===== src/rtl/sseg_pkg.sv =====
// Shared glyph codes, converter state encoding and slot helpers for the
// multiplexed seven-segment scan controller.
package sseg_pkg;

    localparam logic [6:0] SEG_F     = 7'b0111000;
    localparam logic [6:0] SEG_C     = 7'b0110001;
    localparam logic [6:0] SEG_DEG   = 7'b0011100;
    localparam logic [6:0] SEG_DASH  = 7'b1111110;
    localparam logic [6:0] SEG_BLANK = 7'b1111111;

    typedef enum logic [2:0] {
        ST_IDLE,
        ST_LOAD,
        ST_SHIFT,
        ST_STORE,
        ST_COMMIT
    } conv_state_t;

    typedef struct packed {
        logic [7:0] ch;
        logic [7:0] pos;
    } slot_pos_t;

    function automatic int unsigned pow10(input int unsigned n);
        int unsigned r;
        r = 1;
        for (int unsigned i = 0; i < n; i++) r = r * 10;
        return r;
    endfunction

    // Anode slot -> (channel, position within channel)
    function automatic slot_pos_t slot_decode(input int unsigned slot, input int unsigned per);
        slot_pos_t r;
        r.ch  = 8'(slot / per);
        r.pos = 8'(slot % per);
        return r;
    endfunction

    function automatic logic [6:0] digit_glyph(input logic [3:0] d);
        logic [6:0] g;
        case (d)
            4'd0:    g = 7'b0000001;
            4'd1:    g = 7'b1001111;
            4'd2:    g = 7'b0010010;
            4'd3:    g = 7'b0000110;
            4'd4:    g = 7'b1001100;
            4'd5:    g = 7'b0100100;
            4'd6:    g = 7'b0100000;
            4'd7:    g = 7'b0001111;
            4'd8:    g = 7'b0000000;
            4'd9:    g = 7'b0000100;
            default: g = SEG_BLANK;
        endcase
        return g;
    endfunction

endpackage


===== src/rtl/sseg_scan_ctrl_if.sv =====
// Channel values / controls in, multiplexed segment and anode drive out.
interface sseg_scan_ctrl_if #(
    parameter int unsigned NUM_CH  = 2,
    parameter int unsigned NUM_DIG = 2,
    parameter int unsigned VAL_W   = 8
);
    localparam int unsigned NUM_AN = NUM_CH * (NUM_DIG + 2);

    logic [NUM_CH*VAL_W-1:0] ch_val;
    logic [NUM_CH-1:0]       ch_blink;
    logic                    unit_c;
    logic [6:0]              sseg_out;
    logic [NUM_AN-1:0]       an_out;
    logic                    frame_tick;
    logic [NUM_CH-1:0]       ovf;

    modport master (
        output ch_val, ch_blink, unit_c,
        input  sseg_out, an_out, frame_tick, ovf
    );

    modport slave (
        input  ch_val, ch_blink, unit_c,
        output sseg_out, an_out, frame_tick, ovf
    );
endinterface


===== src/rtl/sseg_scan_ctrl_bin2bcd_seq.sv =====
// Sequential shift-add-3 binary to BCD converter; one bit per clock, MSB first.
module bin2bcd_seq #(
    parameter int unsigned VAL_W   = 8,
    parameter int unsigned NUM_DIG = 2
) (
    input  logic                   clk,
    input  logic                   rst_n,
    input  logic                   i_start,
    input  logic [VAL_W-1:0]       i_val,
    output logic                   o_busy,
    output logic                   o_done_c,
    output logic [4*NUM_DIG-1:0]   o_bcd
);
    localparam int unsigned BCD_W = 4 * NUM_DIG;
    localparam int unsigned CNT_W = $clog2(VAL_W + 1);

    logic [VAL_W-1:0] r_bin;
    logic [BCD_W-1:0] r_bcd;
    logic [BCD_W-1:0] w_adj;
    logic [CNT_W-1:0] r_cnt;
    logic             r_busy;

    // Digits above NUM_DIG are dropped; lower digits are unaffected by that.
    for (genvar i = 0; i < NUM_DIG; i++) begin : g_adj
        assign w_adj[4*i +: 4] = (r_bcd[4*i +: 4] >= 4'd5) ? r_bcd[4*i +: 4] + 4'd3
                                                             : r_bcd[4*i +: 4];
    end

    always_ff @(posedge clk or negedge rst_n) begin
        if (!rst_n) begin
            r_bin  <= '0;
            r_bcd  <= '0;
            r_cnt  <= '0;
            r_busy <= 1'b0;
        end else if (i_start) begin
            r_bin  <= i_val;
            r_bcd  <= '0;
            r_cnt  <= CNT_W'(VAL_W);
            r_busy <= 1'b1;
        end else if (r_busy) begin
            r_bcd <= {w_adj[BCD_W-2:0], r_bin[VAL_W-1]};
            r_bin <= r_bin << 1;
            r_cnt <= r_cnt - CNT_W'(1);
            if (r_cnt == CNT_W'(1)) r_busy <= 1'b0;
        end
    end

    assign o_busy   = r_busy;
    assign o_done_c = r_busy && (r_cnt == CNT_W'(1));
    assign o_bcd    = r_bcd;

endmodule


===== src/rtl/sseg_scan_ctrl.sv =====
// Multiplexed seven-segment scan controller: per-frame value capture, time-shared
// BCD conversion, leading-zero blanking, overflow dashes and per-channel blink.
module sseg_scan_ctrl
    import sseg_pkg::*;
#(
    parameter int unsigned NUM_CH       = 2,
    parameter int unsigned NUM_DIG      = 2,
    parameter int unsigned VAL_W        = 8,
    parameter int unsigned REFRESH_DIV  = 50000,
    parameter int unsigned BLINK_FRAMES = 64,
    parameter int unsigned BLANK_LZ     = 1
) (
    input  logic             clk,
    input  logic             rst_n,
    sseg_scan_ctrl_if.slave  bus
);
    localparam int unsigned PER     = NUM_DIG + 2;
    localparam int unsigned NUM_AN  = NUM_CH * PER;
    localparam int unsigned BCD_W   = 4 * NUM_DIG;
    localparam int unsigned DIV_W   = $clog2(REFRESH_DIV);
    localparam int unsigned SLOT_W  = $clog2(NUM_AN);
    localparam int unsigned CH_W    = (NUM_CH > 1) ? $clog2(NUM_CH) : 1;
    localparam int unsigned DIG_W   = (NUM_DIG > 1) ? $clog2(NUM_DIG) : 1;
    localparam int unsigned FCNT_W  = (BLINK_FRAMES > 1) ? $clog2(BLINK_FRAMES) : 1;
    localparam int unsigned OVF_LIM = pow10(NUM_DIG);

    logic [DIV_W-1:0]  r_div;
    logic [SLOT_W-1:0] r_slot;
    logic              r_tick;
    logic              w_div_tc;
    logic              w_frame_start;

    logic [VAL_W-1:0]  w_ch_val [NUM_CH];
    logic [VAL_W-1:0]  r_snap   [NUM_CH];
    logic [NUM_CH-1:0] w_snap_ovf;

    conv_state_t       r_state, w_state_nxt;
    logic              w_start, w_store, w_commit;
    logic [CH_W-1:0]   r_ch;
    logic              w_busy, w_done_c;
    logic [BCD_W-1:0]  w_bcd;

    logic [BCD_W-1:0]  r_shadow_bcd [NUM_CH];
    logic [NUM_CH-1:0] r_shadow_ovf;
    logic [BCD_W-1:0]  r_disp_bcd   [NUM_CH];
    logic [NUM_CH-1:0] r_ovf;
    logic              r_disp_valid;

    logic [FCNT_W-1:0] r_fcnt;
    logic              r_blink_phase;

    slot_pos_t         w_pos;
    logic [CH_W-1:0]   w_dch;
    logic [DIG_W-1:0]  w_dk;
    logic [BCD_W-1:0]  w_cur_bcd;
    logic [3:0]        w_digs [NUM_DIG];
    logic [NUM_DIG-1:0] w_hi_zero;
    logic [6:0]        w_glyph;
    logic [NUM_AN-1:0] w_an;
    logic [NUM_AN-1:0] r_an;
    logic [6:0]        r_sseg;

    assign w_div_tc      = (r_div == DIV_W'(REFRESH_DIV - 1));
    assign w_frame_start = w_div_tc && (r_slot == SLOT_W'(NUM_AN - 1));

    // Refresh divider and anode slot index; wrap to slot 0 marks a frame
    always_ff @(posedge clk or negedge rst_n) begin
        if (!rst_n) begin
            r_div  <= '0;
            r_slot <= '0;
            r_tick <= 1'b0;
        end else begin
            r_tick <= w_frame_start;
            if (w_div_tc) begin
                r_div  <= '0;
                r_slot <= (r_slot == SLOT_W'(NUM_AN - 1)) ? '0 : r_slot + SLOT_W'(1);
            end else begin
                r_div <= r_div + DIV_W'(1);
            end
        end
    end

    for (genvar c = 0; c < NUM_CH; c++) begin : g_ch
        assign w_ch_val[c]   = bus.ch_val[c*VAL_W +: VAL_W];
        assign w_snap_ovf[c] = (32'(r_snap[c]) >= OVF_LIM);
    end

    // Capture only when idle so a running conversion always sees a stable frame
    always_ff @(posedge clk or negedge rst_n) begin
        if (!rst_n) r_snap <= '{default: '0};
        else if (w_frame_start && (r_state == ST_IDLE)) r_snap <= w_ch_val;
    end

    bin2bcd_seq #(
        .VAL_W   (VAL_W),
        .NUM_DIG (NUM_DIG)
    ) u_bin2bcd (
        .clk      (clk),
        .rst_n    (rst_n),
        .i_start  (w_start),
        .i_val    (r_snap[r_ch]),
        .o_busy   (w_busy),
        .o_done_c (w_done_c),
        .o_bcd    (w_bcd)
    );

    always_ff @(posedge clk or negedge rst_n) begin
        if (!rst_n) r_state <= ST_IDLE;
        else        r_state <= w_state_nxt;
    end

    always_comb begin
        w_state_nxt = r_state;
        w_start     = 1'b0;
        w_store     = 1'b0;
        w_commit    = 1'b0;
        case (r_state)
            ST_IDLE:   if (w_frame_start) w_state_nxt = ST_LOAD;
            ST_LOAD: begin
                w_start     = 1'b1;
                w_state_nxt = ST_SHIFT;
            end
            ST_SHIFT:  if (w_done_c || !w_busy) w_state_nxt = ST_STORE;
            ST_STORE: begin
                w_store     = 1'b1;
                w_state_nxt = (r_ch == CH_W'(NUM_CH - 1)) ? ST_COMMIT : ST_LOAD;
            end
            ST_COMMIT: begin
                w_commit    = 1'b1;
                w_state_nxt = ST_IDLE;
            end
            default:   w_state_nxt = ST_IDLE;
        endcase
    end

    // Shadow results per channel, then publish all channels together
    always_ff @(posedge clk or negedge rst_n) begin
        if (!rst_n) begin
            r_ch         <= '0;
            r_shadow_bcd <= '{default: '0};
            r_shadow_ovf <= '0;
            r_disp_bcd   <= '{default: '0};
            r_ovf        <= '0;
            r_disp_valid <= 1'b0;
        end else begin
            if (w_store) begin
                r_shadow_bcd[r_ch] <= w_bcd;
                r_shadow_ovf[r_ch] <= w_snap_ovf[r_ch];
                r_ch <= (r_ch == CH_W'(NUM_CH - 1)) ? '0 : r_ch + CH_W'(1);
            end
            if (w_commit) begin
                r_disp_bcd   <= r_shadow_bcd;
                r_ovf        <= r_shadow_ovf;
                r_disp_valid <= 1'b1;
            end
        end
    end

    always_ff @(posedge clk or negedge rst_n) begin
        if (!rst_n) begin
            r_fcnt        <= '0;
            r_blink_phase <= 1'b0;
        end else if (w_frame_start) begin
            if (r_fcnt == FCNT_W'(BLINK_FRAMES - 1)) begin
                r_fcnt        <= '0;
                r_blink_phase <= ~r_blink_phase;
            end else begin
                r_fcnt <= r_fcnt + FCNT_W'(1);
            end
        end
    end

    assign w_pos     = slot_decode(32'(r_slot), PER);
    assign w_dch     = CH_W'(w_pos.ch);
    assign w_dk      = DIG_W'(w_pos.pos - 8'd2);
    assign w_cur_bcd = r_disp_bcd[w_dch];

    for (genvar k = 0; k < NUM_DIG; k++) begin : g_dig
        assign w_digs[k]    = w_cur_bcd[4*k +: 4];
        assign w_hi_zero[k] = (w_cur_bcd[BCD_W-1:4*k] == '0);
    end

    always_comb begin
        w_glyph = SEG_BLANK;
        if (w_pos.pos == 8'd0)                           w_glyph = bus.unit_c ? SEG_C : SEG_F;
        else if (w_pos.pos == 8'd1)                      w_glyph = SEG_DEG;
        else if (r_ovf[w_dch])                           w_glyph = SEG_DASH;
        else if ((BLANK_LZ != 0) && (w_dk != '0) && w_hi_zero[w_dk]) w_glyph = SEG_BLANK;
        else                                             w_glyph = digit_glyph(w_digs[w_dk]);
    end

    // Only the current slot's anode is ever low, so blanking it hides the channel
    always_comb begin
        w_an = ~(NUM_AN'(1) << r_slot);
        if (!r_disp_valid || (!r_blink_phase && bus.ch_blink[w_dch])) w_an = '1;
    end

    always_ff @(posedge clk or negedge rst_n) begin
        if (!rst_n) begin
            r_an   <= '1;
            r_sseg <= SEG_BLANK;
        end else begin
            r_an   <= w_an;
            r_sseg <= w_glyph;
        end
    end

    assign bus.an_out     = r_an;
    assign bus.sseg_out   = r_sseg;
    assign bus.frame_tick = r_tick;
    assign bus.ovf        = r_ovf;

endmodule


===== src/flat_wrapper.sv =====
// flat-port wrapper written by rule: the top's interface ports become plain ports
module sseg_scan_ctrl_flat import sseg_pkg::*;
#(
    parameter int unsigned NUM_CH       = 2,
    parameter int unsigned NUM_DIG      = 2,
    parameter int unsigned VAL_W        = 8,
    parameter int unsigned REFRESH_DIV  = 50000,
    parameter int unsigned BLINK_FRAMES = 64,
    parameter int unsigned BLANK_LZ     = 1
)
  (clk, rst_n, bus_ch_val, bus_ch_blink, bus_unit_c, bus_sseg_out, bus_an_out, bus_frame_tick, bus_ovf);
  sseg_scan_ctrl_if #(.NUM_CH(NUM_CH), .NUM_DIG(NUM_DIG), .VAL_W(VAL_W)) bus_i ();
  input  logic clk;
  input  logic rst_n;
  input wire logic [$bits(bus_i.ch_val)-1:0] bus_ch_val;
  input wire logic [$bits(bus_i.ch_blink)-1:0] bus_ch_blink;
  input wire logic [$bits(bus_i.unit_c)-1:0] bus_unit_c;
  output wire logic [$bits(bus_i.sseg_out)-1:0] bus_sseg_out;
  output wire logic [$bits(bus_i.an_out)-1:0] bus_an_out;
  output wire logic [$bits(bus_i.frame_tick)-1:0] bus_frame_tick;
  output wire logic [$bits(bus_i.ovf)-1:0] bus_ovf;
  assign bus_i.ch_val = bus_ch_val;
  assign bus_i.ch_blink = bus_ch_blink;
  assign bus_i.unit_c = bus_unit_c;
  assign bus_sseg_out = bus_i.sseg_out;
  assign bus_an_out = bus_i.an_out;
  assign bus_frame_tick = bus_i.frame_tick;
  assign bus_ovf = bus_i.ovf;
  sseg_scan_ctrl #(.NUM_CH(NUM_CH), .NUM_DIG(NUM_DIG), .VAL_W(VAL_W), .REFRESH_DIV(REFRESH_DIV), .BLINK_FRAMES(BLINK_FRAMES), .BLANK_LZ(BLANK_LZ)) u_core (.clk(clk), .rst_n(rst_n), .bus(bus_i));
endmodule

===== config.mk =====
export PLATFORM = sky130hd
export DESIGN_NAME = sseg_scan_ctrl_flat
export DESIGN_NICKNAME = d
export VERILOG_FILES = /design/src/rtl/sseg_pkg.sv /design/src/rtl/sseg_scan_ctrl_if.sv /design/src/rtl/sseg_scan_ctrl_bin2bcd_seq.sv /design/src/rtl/sseg_scan_ctrl.sv /design/src/flat_wrapper.sv
export SDC_FILE = /design/constraint.sdc
export NUM_CORES = 1
export LEC_CHECK = 0
export ABC_CLOCK_PERIOD_IN_PS = 6750
export BUFFER_PORTS_ARGS = -buffer_cell sky130_fd_sc_hd__buf_2
export CORE_UTILIZATION = 25
export CTS_BUF_LIST = sky130_fd_sc_hd__clkbuf_4 sky130_fd_sc_hd__clkbuf_8
export DETAILED_ROUTE_END_ITERATION = 6
export GPL_ROUTABILITY_DRIVEN = 1
export GPL_TIMING_DRIVEN = 1
export HOLD_SLACK_MARGIN = 0.03
export RECOVER_POWER = 25
export SLEW_MARGIN = 20
export SYNTH_ARGS = -nofsm -noshare
export SYNTH_HDL_FRONTEND = slang
export SYNTH_SLANG_ARGS = --single-unit
export TNS_END_PERCENT = 100

===== constraint.sdc =====
create_clock -name clk -period 6.75 [get_ports clk]
set_input_delay 1.35 -clock clk [delete_from_list [all_inputs] [get_ports clk]]
set_output_delay 1.35 -clock clk [all_outputs]
set_load 0.02 [all_outputs]

Yosys cells after proc, flatten, opt, wreduce, memory -nomap -nowiden --
Memory sizes are Yosys's and may differ from the RTL's. Index checks and enable logic that the tools add are counted.
Operators by class: add/subtract/negate cells 8, shift operators 1, mux-type cells 51, magnitude comparators 12, bitwise logic cells 5, equal/unequal tests 11, reductions and logical operators 19
Operators by type and width (count):
- 8-bit two-way mux | 12
- 4-bit two-way mux | 7
- 7-bit two-way mux | 4
- 16-bit by 1-bit adder with 16-bit output (second input constant) | 1
- 16-bit bitwise mux | 1
- 16-bit equality test (second input constant) | 1
- 8-bit by 7-bit greater-or-equal comparator with 1-bit output (second input constant) | 2
- 8-bit zero test | 2
- 1-bit two-way mux | 16
- 16-bit two-way mux | 1
- 3-bit two-way mux | 5
- 3-bit one-hot mux with 4 select lines | 1
- 8-bit demux with 1-bit select | 1
- 4-bit by 3-bit greater-or-equal comparator with 1-bit output (second input constant) | 2
- 8-bit NOT | 1
- 1-bit by 3-bit << shifter with 8-bit output (first input constant) | 1
- 1-bit logical AND | 7
- 6-bit by 1-bit adder with 6-bit output (second input constant) | 1
- 3-bit by 2-bit equality test with 1-bit output (second input constant) | 2
- 3-bit equality test (second input constant) | 2
- 6-bit equality test (second input constant) | 1
- 2-bit greater-or-equal comparator (second input constant) | 3
- 1-bit by 2-bit < comparator with 1-bit output (second input constant) | 3
- 6-bit two-way mux | 1
- 22 further kinds | 29
Storage, ports and cells: memories 1, bits in read-only memories 112, register bits after elaboration 120, output and inout port bits 18
Memory list:
- (name not given) | depth 16, bits a word 7, rd ports 1, clocked after Yosys merged registers in 0, wr ports 0, RTL line sseg_pkg.sv:41 | case (d)

Logic depth before layout (Yosys ltp) --
Gate-level depths: netlist (run 1).
word-level depth 12, mapped depth 8

Modules after synthesis --
From an unflattened synthesis (run 1), not the netlist that was laid out.
Unflattened totals: cells, all modules 485, area, all modules 5590.4 um2
Modules (own cells, without submodules):
- sseg_scan_ctrl | area each 4488.1 um2, cells each 375, instances 1, seq. area each 2496.1 um2
- bin2bcd_seq | area each 1102.3 um2, cells each 110, instances 1, seq. area each 525.5 um2

Worst setup path after synthesis (run 1) --
Ideal clock, no wire load.
path kind register to register, start point register u_core.r_div[11], end point register u_core.r_snap[0] in the netlist's numbering, setup slack 4.426 ns, arrival 2.199 ns, path buffers 2, clock period less this slack 2.324 ns, cell stages (with the launch flop) 8, cell sequence dfrtp_1 > or4b_4 > nor4_4 > and2_1 > buf_4 > nand3b_4 > buf_6 > mux2_4
Between the ends: word-level cells in the longest chain between the ends 3
Ends and longest elaborated chain:
- from (decl) | RTL line sseg_scan_ctrl.sv:27 | logic [DIV_W-1:0] r_div;
- from (signal assigned) | RTL line sseg_scan_ctrl.sv:78 | r_div <= r_div + DIV_W'(1);
- 16-bit equality test | RTL line sseg_scan_ctrl.sv:63 | assign w_div_tc = (r_div == DIV_W'(REFRESH_DIV - 1));
- 1-bit logical AND | RTL line sseg_scan_ctrl.sv:64 | assign w_frame_start = w_div_tc && (r_slot == SLOT_W'(NUM_AN - 1));
- 1-bit logical AND | RTL line sseg_scan_ctrl.sv:91 | else if (w_frame_start && (r_state == ST_IDLE)) r_snap <= w_ch_val;
- to (signal assigned) | RTL line sseg_scan_ctrl.sv:91
- to (decl) | RTL line sseg_scan_ctrl.sv:34 | logic [VAL_W-1:0] r_snap [NUM_CH];
No other way between the ends. A chain may end at the register's enable or synchronous reset.

==> results of run 1 <==
-- cell type report --
class	instances	area share [%]
tap	280	5.42
timing repair buffer	40	3.10
clock inverter	12	2.90
sequential	120	46.8
inverter	16	0.929
clock buffer	20	4.16
multi-input combinational	319	36.7
-- kinds of logic after synthesis --
logic type	Yosys count	share of synthesized area, %
mux	66	14.3
compound gates	64	7.08
simple gates	145	13.2
flops	120	54.6
xor+xnor	24	3.80
fa+ha+maj	20	4.52
buf+inv	34	2.51
-- state kept, by name, indices dropped and copies added (netlist names), 7 cells and up --
name                    flops
u_core.u_bin2bcd.r_bin      8
u_core.r_shadow_bcd        16
u_core.bus.an_out           8
u_core.r_snap              16
u_core.bus.sseg_out         7
u_core.u_bin2bcd.o_bcd      8
u_core.r_disp_bcd          16
u_core.r_div               16
-- report_power, final --
| part | leakage, nW | internal, mW | total [mW] | switching [mW] |
|---|---|---|---|---|
| Sequential | 1.57 | 0.725 | 0.729 | 0.00372 |
| Combinational | 1.11 | 0.0118 | 0.0310 | 0.0191 |
| Clock | 0.224 | 0.432 | 0.736 | 0.304 |
| Total | 2.91 | 1.17 | 1.50 | 0.327 |
-- worst max-delay path by stage --
stage	endpoint	depth (start not counted)	slack (ns)	startpoint
after floorplan	u_core.r_snap[0]	7	4.43	u_core.r_div[11]
after global routing	u_core.r_ch	2	2.19	rst_n
after detailed placement	u_core.r_snap[7]	5	3.82	u_core.r_div[11]
after CTS	u_core.r_snap[7]	5	3.80	u_core.r_div[5]
after global placement	u_core.r_snap[15]	5	3.88	u_core.r_div[5]
final	u_core.r_slot[2]	2	2.89	rst_n
-- layer usage --
layer / vias up / track usage (%) / routed length, um
li1: 1722 / - / -
met1: 1719 / 13.8 / 5200
met2: 71 / 14.3 / 4300
met3: 14 / 3.07 / 431
met4: 0 / 3.00 / 113
met5: - / 0 / 0
-- cells in the final DEF (no fill, tap or decap), types with 3 or more instances in the layout --
master	Yosys	layout
nor3_1	7	7
buf_2	0	37
and2_1	3	3
nand4_1	3	3
nor2b_1	10	10
mux2_4	10	10
a211oi_1	13	13
xor2_1	11	11
ha_1	20	20
nand2b_1	6	6
inv_1	16	16
o21ai_0	17	17
dfrtp_1	105	105
mux2i_1	18	18
a21o_1	5	5
mux2_2	35	35
and3_1	4	4
nor2_1	33	33
xnor2_1	13	13
clkbuf_8	0	19
bufinv_16	0	4
nand3b_1	4	4
nand2_1	49	49
mux4_2	3	3
nand3_1	13	13
inv_6	0	4
dfstp_2	15	15
a21oi_1	20	20
==> results.json, run 1 <==
{
  "power_mw": 1.50,
  "die_height_um": 151,
  "worstSetupPathType": "in2async",
  "yosysMostFrequentCell": "dfrtp_1",
  "critPathMaxStageDelay_ns": 1.97,
  "cts_sinks": 120,
  "critPathArrivalTime_ns": 4.32,
  "rsz0062_at_grt": "no",
  "ant_nets": 0,
  "htreeDepth": 4,
  "synth_area_leaders": "dfrtp_1, dfstp_2, mux2_2, ha_1, nand2_1",
  "netlist_area_um2": 5530,
  "worstPathRequired_ns": 7.21,
  "via_count": 3526,
  "crit_slowest_cell": "clkbuf_1",
  "yosysTopAreaCell": "dfrtp_1",
  "drv_cap": 1,
  "grt_pass1_vias": 3514,
  "vias_per_cell": 4.37,
  "clock_path_buffers": 2,
  "drtIter0Drc": 149,
  "crit_path_end_kind": "async pin",
  "final_cells": 807,
  "dp.cells": 775,
  "grt_max_degree": 68,
  "stdcell_area_um2": 6460,
  "synthFlopType": "dfrtp_1",
  "min_from": "u_core.r_shadow_bcd[6]",
  "setup_tns_ns": 0,
  "cts_inserted_buffers": 17,
  "hpwl_um": 6900,
  "netlist.area_leader.share_pct": 47.5,
  "p_per_area_nw_per_um2": 231,
  "cts_tree": "done",
  "nets": 555,
  "ir_worst_vdd_mv": 0.116,
  "hold_viol": 0,
  "drt-total-wl_um": 10100,
  "ys_seq_area_share_pct": 54.6,
  "worst_hold_slack_ns": 0.477,
  "antenna_found_initial": 0,
  "routedWlPerCell_um": 12.5,
  "n_fill_cell": 2285,
  "initial_utilization_pct": 25.4,
  "reg2reg_slack_ns": 3.83,
  "finalClockSkew_ns": 0.0148,
  "final_util_pct": 29.7,
  "fin_crit_ns": 3.86,
  "drc": 0,
  "multiInputGateArea_um2": 2370,
  "grt_overflow": 0,
  "placed_area_um2": 6020,
  "critical-path-top-delay-family": "buffers and inverters",
  "max_freq_mhz": 259,
  "r2r_start": "u_core.r_div[5]",
  "worstSkewPairLatency_ns": 0.43,
  "rows": 54,
  "ios": 39,
  "hold_class": "reg2reg",
  "postSynthCellCount": 473,
  "ys_types": 46,
  "async_flop_share_pct": 100,
  "cts_resized": 0,
  "drv_slew": 55,
  "relSlewSlack_pct": -89.7,
  "gr-usage-all-layers_pct": 9.84,
  "port_buffers": 38,
  "worst_hold_path.num_cells": 2,
  "reg2reg_depth": 5,
  "postCtsSetupRepairBufs": 0,
  "critPathLaunchType": "input port",
  "cts_root_buffer": "clkbuf_8",
  "ys_top_cells_by_count": "dfrtp_1, nand2_1, mux2_2",
  "hold_end": "u_core.r_shadow_bcd[6]",
  "setup_viol": 0,
  "synth_area_per_cell_um2": 11.7,
  "status": "complete, but fails checks",
  "grt_pass1_wl_um": 17600,
  "critPathMaxFanout": 67,
  "yosysWarnings": 0,
  "dpl_worst_slack_ns": 3.82,
  "dr.pass1.iters": 6,
  "synth_edf_count": 0,
  "ys_ff_latch": 120,
  "seqCellArea_um2": 3020,
  "period_share_pct": 57.2,
  "leakage_nw": 2.91,
  "die_x_um": 151,
  "tightest_slew_ns": 2.84,
  "path_buf_inv": 2,
  "gp_congestion": 0.740,
  "violations": "capacitance limit, slew limit",
  "finalWorstSetupSlack_ns": 2.89,
  "clkSlewWorstSetupHoldPaths_ns": 0.07,
  "syn_nets": 514,
  "drive_above_1_share_pct": 26.0,
  "antenna-diode-count": 0,
  "core_area_um2": 21800,
  "die-area_um2": 22700,
  "area_growth_pct": 16.8,
  "crit_chain": "clkbuf_1, buf_4",
  "ctsHoldBuffers": 0,
  "r2r_end": "u_core.r_snap[3]"
}
(Power assumes the default switching activity.)
==> inputs of run 2 (changes only) <==
Settings changed: ABC_CLOCK_PERIOD_IN_PS 6750 to 3900.
Clock period 6.75 ns to 3.9 ns, I/O delays scaled along.
==> run 2 against run 1 <==
  * The flow still finishes with violations (capacitance limit, slew limit)
  * Final area is essentially flat
  * Count of clock-buffer cells in the layout is 1 lower
  * Clock power is 64% higher
  * Sequential cell count unchanged
  * Clock skew is 0.0034 ns lower
  * Sequential share of layout area about the same
  * Largest cell class unchanged
  * Largest power group is now sequential cells
==> results.json, run 2 (same netlist as run 1, synthesis figures left out) <==
{
  "drtIter0Drc": 158,
  "max_freq_mhz": 387,
  "critPathLaunchType": "flop",
  "cts_tree": "done",
  "clkSlewWorstSetupHoldPaths_ns": 0.07,
  "drv_cap": 1,
  "ir_worst_vdd_mv": 0.368,
  "via_count": 3502,
  "gp_congestion": 0.780,
  "cts_inserted_buffers": 17,
  "hold_viol": 0,
  "relSlewSlack_pct": -7.64,
  "htreeDepth": 4,
  "critPathArrivalTime_ns": 2.89,
  "period_share_pct": 66.2,
  "drv_slew": 65,
  "final_common_cell": "dfrtp_1",
  "grt_pass1_wl_um": 17500,
  "postCtsSetupRepairBufs": 0,
  "nets": 556,
  "grt_pass1_vias": 3591,
  "die_height_um": 151,
  "ctsHoldBuffers": 0,
  "drt-total-wl_um": 10000,
  "setup_tns_ns": 0,
  "finalClockSkew_ns": 0.0115,
  "setup_viol": 0,
  "core_area_um2": 21800,
  "die-area_um2": 22700,
  "power_mw": 2.53,
  "cts_resized": 0,
  "grt_max_degree": 66,
  "violations": "capacitance limit, slew limit",
  "drc": 0,
  "clock_path_buffers": 2,
  "antenna_found_initial": 0,
  "status": "complete, but fails checks",
  "rsz0062_at_grt": "no",
  "vias_per_cell": 4.34,
  "initial_utilization_pct": 25.4,
  "crit_path_end_kind": "flop",
  "ant_nets": 0,
  "hpwl_um": 6900,
  "leakage_nw": 2.92,
  "grt_overflow": 0,
  "antenna-diode-count": 0,
  "rows": 54,
  "cts_root_buffer": "clkbuf_8",
  "fin_crit_ns": 2.58,
  "p_per_area_nw_per_um2": 391,
  "area_growth_pct": 16.8,
  "hold_class": "reg2reg",
  "drive_above_1_share_pct": 26.6,
  "tightest_slew_ns": 1.61,
  "routedWlPerCell_um": 12.4,
  "die_x_um": 151,
  "cts_sinks": 120,
  "layout_common_cells": "dfrtp_1, nand2_1, buf_2",
  "critPathMaxFanout": 16,
  "worstSetupPathType": "reg2reg",
  "gr-usage-all-layers_pct": 9.84,
  "port_buffers": 38,
  "worstPathRequired_ns": 4.21,
  "ios": 39,
  "dr.pass1.iters": 4,
  "worstSkewPairLatency_ns": 0.43
}
run 2: cell count changes in the layout (fill, tap and decap cells not counted):
cell / previous run / this run
inv_6: 4 / 1
clkbuf_4: 1 / 2
nor3b_1: 2 / 1
buf_12: 0 / 1
clkbuf_2: 0 / 1
nor3b_2: 0 / 1
clkbuf_8: 19 / 17
clkbuf_1: 2 / 0
buf_4: 1 / 2
clkinv_2: 0 / 3
run 2: power breakdown:
part	switching, mW	internal, mW
combinational	0.0334	0.0222
clock	0.502	0.707
sequential	0.00622	1.26
run 2: stage by stage:
stage	worst slack [ns]	std cells	utilization (%)	instance area (um2)	hold slack [ns]
after floorplan	1.58	473	-	5530	0.440
after global placement	1.34	776	27.8	6040	0.455
after detailed placement	1.31	776	27.8	6040	0.457
after CTS	1.29	807	29.7	6460	0.473
after global routing	1.14	807	29.7	6460	0.465
final	1.32	807	29.7	6460	0.474
run 2: worst max-delay path: stages, from the launching register on:
cell      delay [ns]
dfrtp_1         0.42
or4b_1          0.61
nor4_4          0.23
buf_4           0.24
and2_1          0.29
nand3b_4        0.29
mux2_4          0.38
run 2: routing by layer:
| metal | up-vias | share of wire, % | track usage (%) |
|---|---|---|---|
| met5 | - | 0 | 0 |
| met2 | 56 | 45 | 15.1 |
| met4 | 0 | 0.75 | 2.75 |
| met3 | 8 | 4.2 | 3.40 |
| li1 | 1722 | - | - |
| met1 | 1716 | 50 | 13.0 |
run 2: final cells by class:
type | instances | area, um2
clock buffers | 19 | 249
clock inverters | 12 | 176
fillers | 2260 | 15300
inverters | 16 | 60.1
multi-input cells | 319 | 2380
flip-flops and latches | 120 | 3020
well taps | 280 | 350
repair buffers | 41 | 225
run 2: worst paths after layout:
check                                        from                     end  slack (ns)  cells after the start
max                               u_core.r_div[5]        u_core.r_snap[7]        1.32                      6
min                        u_core.r_shadow_bcd[7]  u_core.r_shadow_bcd[7]        0.47                      2
max reg2reg                       u_core.r_div[5]        u_core.r_snap[7]        1.32                      6
min reg2reg                u_core.r_shadow_bcd[7]  u_core.r_shadow_bcd[7]        0.47                      2
max in group asynchronous                   rst_n    u_core.bus.an_out[6]        2.10                      2
min in group asynchronous                   rst_n        u_core.r_snap[9]        0.75                      1
